$ cat config.mk
export PLATFORM = sky130hd
export DESIGN_NAME = serial_add_ctrl
export DESIGN_NICKNAME = d
export VERILOG_FILES = /design/src/rtl/serial_add_ctrl.sv
export SDC_FILE = /design/constraint.sdc
export NUM_CORES = 1
export LEC_CHECK = 0
export BUFFER_PORTS_ARGS = -buffer_cell sky130_fd_sc_hd__buf_2
export CORE_ASPECT_RATIO = 2
export CORE_MARGIN = 2
export CORE_UTILIZATION = 33
export CTS_CLUSTER_SIZE = 10
export DETAILED_ROUTE_END_ITERATION = 8
export SYNTH_ARGS = -nofsm -noshare
export SYNTH_HDL_FRONTEND = slang
export SYNTH_SLANG_ARGS = --single-unit
$ cat constraint.sdc
create_clock -name clk -period 2.5 [get_ports clk]
set_input_delay 0.125 -clock clk [delete_from_list [all_inputs] [get_ports clk]]
set_output_delay 0.125 -clock clk [all_outputs]
set_load 0.03 [all_outputs]
$ cat src/rtl/serial_add_ctrl.sv
// serial_add_ctrl: adds two WIDTH-bit operands two bits per clock through one 2-bit slice, LSB first.
// Optional SERIAL_ADD_SUB_EN adds a `sub` port selecting A + ~B + 1.
module serial_add_ctrl #(
    parameter  int WIDTH = 8,
    localparam int CNT_W = $clog2(WIDTH/2) + 1
) (
    input  logic             clk,
    input  logic             rst_n,
    input  logic             start,
`ifdef SERIAL_ADD_SUB_EN
    input  logic             sub,
`endif
    input  logic [WIDTH-1:0] A,
    input  logic [WIDTH-1:0] B,
    output logic             busy,
    output logic             done,
    output logic [WIDTH:0]   Sum_out
);
    typedef enum logic [1:0] {IDLE, RUN, DONE} state_t;

    state_t           state_q, state_d;
    logic [WIDTH-1:0] a_q, a_d, b_q, b_d, part_q, part_d;
    logic [WIDTH:0]   sum_q, sum_d;
    logic [CNT_W-1:0] cnt_q, cnt_d;
    logic             carry_q, carry_d, sub_q, sub_d, sub_in;
    logic [1:0]       a_sl, b_sl;
    logic [2:0]       slice;
    logic             last, accept;

`ifdef SERIAL_ADD_SUB_EN
    assign sub_in = sub;
`else
    assign sub_in = 1'b0;
`endif

    always_comb begin
        state_d = state_q;
        a_d     = a_q;
        b_d     = b_q;
        sub_d   = sub_q;
        carry_d = carry_q;
        cnt_d   = cnt_q;
        part_d  = part_q;
        sum_d   = sum_q;
        a_sl    = '0;
        b_sl    = '0;
        for (int i = 0; i < WIDTH/2; i++)
            if (cnt_q == CNT_W'(i)) begin
                a_sl = a_q[2*i +: 2];
                b_sl = b_q[2*i +: 2];
            end
        // subtraction inverts B slice-by-slice; the +1 comes from the preset carry
        slice  = {1'b0, a_sl} + {1'b0, b_sl ^ {2{sub_q}}} + {2'b00, carry_q};
        last   = cnt_q == CNT_W'(WIDTH/2 - 1);
        accept = start && state_q != RUN;
        if (accept) begin
            state_d = RUN;
            a_d     = A;
            b_d     = B;
            sub_d   = sub_in;
            carry_d = sub_in;
            cnt_d   = '0;
            part_d  = '0;
        end else if (state_q == RUN) begin
            for (int i = 0; i < WIDTH/2; i++)
                if (cnt_q == CNT_W'(i)) part_d[2*i +: 2] = slice[1:0];
            carry_d = slice[2];
            cnt_d   = cnt_q + 1'b1;
            if (last) begin
                state_d = DONE;
                sum_d   = {slice[2], part_d};
            end
        end else if (state_q == DONE) begin
            state_d = IDLE;
        end
    end

    always_ff @(posedge clk or negedge rst_n) begin
        if (!rst_n) begin
            state_q <= IDLE;
            a_q     <= '0;
            b_q     <= '0;
            sub_q   <= 1'b0;
            carry_q <= 1'b0;
            cnt_q   <= '0;
            part_q  <= '0;
            sum_q   <= '0;
        end else begin
            state_q <= state_d;
            a_q     <= a_d;
            b_q     <= b_d;
            sub_q   <= sub_d;
            carry_q <= carry_d;
            cnt_q   <= cnt_d;
            part_q  <= part_d;
            sum_q   <= sum_d;
        end
    end

    assign busy    = state_q == RUN;
    assign done    = state_q == DONE;
    assign Sum_out = sum_q;
endmodule
Yosys cells after proc, flatten, opt, wreduce, memory -nomap -nowiden --
Cells that the tools add are included.
Cells by class: add/sub/neg operators 3, $mul 0, divide/modulo/power cells 0, $lt $le $gt $ge 0, eq/ne operators 7, shift operators 0, multiplexer cells 22, bitwise logic cells 1, reductions and logical operators 6
Operator list (count):
- $mux 2 | 16
- $mux 8 | 2
- $eq 3x2->1 const B | 2
- $mux 3 | 2
- $add 2x2->3 | 1
- $add 3x1->3 | 1
- $add 3x1->3 const B | 1
- $eq 3x1->1 const B | 1
- $logic_not 3->1 | 1
- $ne 3x1->1 const B | 1
- $reduce_and 3->1 | 1
- $reduce_bool 3->1 | 1
- $eq 2x1->1 const B | 1
- $eq 2x2->1 const B | 1
- $mux 1 | 2
- $ne 2x1->1 const B | 1
- $reduce_and 2->1 | 1
- $reduce_bool 2->1 | 1
- $logic_and 1x1->1 | 1
- $not 1->1 | 1
Word-level totals: bits in registers 39, bits in latches 0, memory bits (writable) 0, bits in read-only memories 0, output and inout port bits 11, memories kept 0

Longest topological paths before layout --
word-level depth 10, mapped depth 12

Worst setup path before layout --
OpenSTA, ideal clock, no wires.
kind register to register, start point register cnt_q[0], end point register sum_q[5] (netlist: Sum_out[5]), library setup time 0.125 ns, arrival 2.572 ns, required time 2.375 ns, path slack -0.196 ns, cell stages (with the launch flop) 12, clock period less this slack 2.696 ns, cells stage by stage dfrtp_1 ha_1 ha_1 buf_4 nor2_1 a32o_1 fa_1 inv_1 fa_1 inv_1 mux2_4 mux2_2
Between the ends: cells in the longest elaborated chain, start to end 8
Ends and longest elaborated chain:
- start: declaration | RTL line 24 | logic [CNT_W-1:0] cnt_q, cnt_d;
- start signal: assignment | RTL line 94 | cnt_q <= cnt_d;
- $logic_not 3->1 | RTL line 48 | if (cnt_q == CNT_W'(i)) begin
- $mux 2 (4 in series) | RTL line 48
- $add 2x2->3 | RTL line 53 | slice = {1'b0, a_sl} + {1'b0, b_sl ^ {2{sub_q}}} + {2'b00, carry_q};
- $add 3x1->3 | RTL line 53
- $mux 2 | RTL line 66 | if (cnt_q == CNT_W'(i)) part_d[2*i +: 2] = slice[1:0];
- end signal: assignment | RTL line 96 | sum_q <= sum_d;
- end: declaration | RTL line 23 | logic [WIDTH:0] sum_q, sum_d;
Several ways; a longest one is shown, not always the timed one. A chain may end at the register's enable or synchronous reset.

Worst setup path after layout --
Ends and elaborated chain as after synthesis.

==> flow_summary_export.csv <==
group,metric,value,unit
sta,finalSetupViolations,5,
sta,finalCritPeriodShare,105,%
logic_synthesis,synth.area.top_cells,"dfrtp_1, mux2_2, ha_1, o21ai_0, mux2_4",
clock_network,cts_tree,"built",
worst_setup_path,end_kind,"flip-flop",
grt,grt_use_met1,12.6,%
pwr,p_leak,1.07,nW
logic_synthesis,netlist_area,1780,um2
logic_synthesis,synthCells,145,
worst_setup_path,cp-startpoint,"cnt_q[0]",
worst_setup_path,slowest_stage,"fa_2",
floorplanning,die_area,6030,um2
worst_setup_path,crit_buf_inv,2,
floorplanning,die_w,55.9,um
grt,grt_overflow,0,
clock_network,numCtsBuffers,5,
clock_network,htreeDepth,2,
grt,grt_pass1_vias,1345,
pwr,p_per_area,1510,nW/um2
logic_synthesis,synth_top_flop_cell,"dfrtp_1",
worst_hold_path,hold_start,"A[2]",
pwr,ir_drop,0.738,mV
sta,slew_viol_final,0,
sta,hold_viol_final,0,
worst_setup_path,worstSetupPathDepth,10,
worst_setup_path,crit_required,2.67,ns
placed_design,gp_congestion,0.802,
final_layout,fillers,537,
logic_synthesis,ys_types,28,
logic_synthesis,avgSynthCellArea,12.3,um2
floorplanning,ioPinCount,30,
worst_setup_path,critPathMaxStageDelay,0.56,ns
final_layout,diodes,0,
logic_synthesis,async_reset_ff_share,100,%
sta,timing.fmax,0.380,GHz
flow_run,maxCapViolCount,0,
sta,finalClockSkew,0.00443,ns
worst_setup_path,r2r_end,"Sum_out[5]",
grt,grt.total_usage,13.6,%
worst_setup_path,critical_path_class,"flip-flop to flip-flop",
grt,grt_use_met2,26.9,%
floorplanning,initial_utilization,34.3,%
outcome,status,"finished, violations left",
placed_design,place_hpwl,2800,um
grt,antenna_found_initial,0,
worst_setup_path,r2r_slack,-0.13,ns
detailed_routing,drc_errors,0,
logic_synthesis,yosysTopAreaCellShare,52.0,%
worst_hold_path,hold_end,"a_q[2]",
placed_design,dpl_cell_area,2070,um2
detailed_routing,drt_iter0_drc,19,
logic_synthesis,synth_seq_cells,37,
worst_setup_path,critical_path.cell_chain,"ha_2 > ha_4 > nor2_4 > a32o_2 > fa_2 > inv_2 > fa_2 > inv_1 > mux2_4 > mux2_2",
final_layout,areaGrowthSynthToFinish,25.4,%
grt,met3_usage,2.88,%
clock_network,clkLatencyLatePin,0.28,ns
clock_network,root_buffer,"clkbuf_8",
floorplanning,fp.coreArea,5180,um2
worst_hold_path,min_path_cells,2,
floorplanning,die_h,108,um
logic_synthesis,yosysWarnings,0,
final_layout,multi_input_comb_area,828,um2
detailed_routing,routed_via_density,4.98,
grt,grt_pass1_wl,6210,um
grt,grt.busiest_layer,"met2",
detailed_routing,wl,3640,um
logic_synthesis,yosysTopAreaCell,"dfrtp_1",
final_layout,drive_gt1_share,47.7,%
clock_network,path_clk_slew,0.07,ns
clock_network,clock_path_buffers,2,
worst_setup_path,path_max_fanout,4,
detailed_routing,wl_per_cell,14.5,um
detailed_routing,detail-route-antenna-nets,0,
grt,grt_max_degree,38,
placed_design,post-place-ws,-0.286,ns
placed_design,numPortBuffers,29,
clock_network,clock_sinks,37,
detailed_routing,vias,1251,
worst_setup_path,r2r_start,"cnt_q[0]",
worst_setup_path,path_common_cell,"fa_2",
detailed_routing,dr.pass1.iters,4,
logic_synthesis,ys_seq_area_share,52.0,%
final_layout,final-seq-area,926,um2
worst_setup_path,cp-start-kind,"flip-flop",
sta,post-route-min-period,2.63,ns
outcome,violations,"setup timing",
worst_hold_path,holdCritPathClass,"input port to flip-flop",
sta,tns,-0.349,ns
worst_setup_path,critical_path.top_delay_family,"adder cells",
floorplanning,num_rows,37,
sta,layout_setup_ws,-0.130,ns
sta,rsz0062_at_grt,"true",
final_layout,stdcell_count,251,
placed_design,dp.cells,239,
worst_setup_path,cp.arrival,2.80,ns
final_layout,fin_area,2230,um2
worst_setup_path,worst_r2r_path_depth,10,
logic_synthesis,synth_edf_count,0,
sta,tightest_slew,0.800,ns
logic_synthesis,syn_nets,173,
final_layout,fin_nets,221,
final_layout,postLayoutCoreUtil,43.1,%
sta,max_slew_margin,46.7,%
report_power, final:
part           internal, mW  switching, mW  leakage [nW]
combinational         0.974          0.959         0.560
sequential            0.869          0.156         0.463
clock                 0.219          0.197        0.0443
total                  2.06           1.31          1.07
cell usage after synthesis, types with 2 or more instances:
cell type and instances:
a21oi_1 7, a22o_1 5, a32o_1 3, a32oi_1 2, buf_2 2, buf_4 2, dfrtp_1 37, fa_1 2
ha_1 7, inv_1 10, mux2_2 21, mux2_4 3, mux2i_1 2, nand2_1 11, nand2b_2 2, nor2b_1 2
o21ai_0 13, or2b_1 4
how the worst max path moves through the flow:
stage / end / slack, ns
2_1_floorplan: Sum_out[5] / -0.07
3_3_place_gp: Sum_out[1] / -0.26
3_5_place_dp: part_q[1] / -0.29
4_1_cts: Sum_out[5] / -0.13
5_1_grt: Sum_out[5] / -0.19
6_report: Sum_out[5] / -0.13
cells in the final DEF (no fill, tap or decap), types with 2 or more instances in the layout:
cell type	netlist	layout
a22o_1	5	5
dfrtp_1	37	37
nand2b_2	2	2
ha_4	0	2
ha_2	0	3
or2b_1	4	4
fa_2	0	2
o21ai_0	13	9
a32o_2	0	2
ha_1	7	2
o21ai_1	0	4
clkbuf_8	0	6
nor2b_1	2	2
inv_1	10	8
a32oi_1	2	2
mux2_2	21	21
buf_2	2	29
nand2_1	11	11
inv_2	0	2
a21oi_1	7	7
mux2i_1	2	2
buf_4	2	17
mux2_4	3	3
layer usage:
metal / wire, um / up-vias
met2: 2140 / 28
met4: 83 / 0
met1: 1280 / 618
met3: 139 / 6
met5: 0 / -
li1: - / 599
per-stage QoR:
step | power (mW) | hold WS [ns]
after global routing | 3.64 | 0.0624
after detailed placement | 2.87 | 0.271
final | 3.37 | 0.0648
after CTS | 3.43 | 0.0597
after global placement | 2.83 | 0.274
after floorplan | 2.25 | -0.171
area by class of cell:
type                            count  area share (%)
Sequential cell                    37            41.5
Inverter                           10            1.68
Tap cell                           58            3.25
Timing Repair Buffer               47            12.7
Clock buffer                        7            3.87
Multi-Input combinational cell     92            37.1
timing repair:
action | in CTS | in global routing
setup buffers | 4 | 0
resized for setup | 12 | 1
endpoints found under the hold margin | 37 | 0
hold buffers | 1 | 0
endpoints found under the setup margin | 8 | 7
pin swaps | 5 | 1
flip-flops by register name, summed over array words and instances (netlist names):
name,flops
b_q,8
part_q,6
cnt_q,3
Sum_out,9
state_q,2
a_q,8
carry_q,1
logic make-up (layout without fill, tap and decap cells):
kind of cell,Yosys count,after routing,share of synthesized area [%]
and+or+nand+nor,25,25,7.80
AOI/OAI and AO/OA,32,32,11.7
DFF,37,37,52.0
buffers and inverters,16,64,4.43
adders and majority gates,9,9,7.17
muxes,26,26,16.9
No activity file was read; power rests on OpenSTA's default activity.
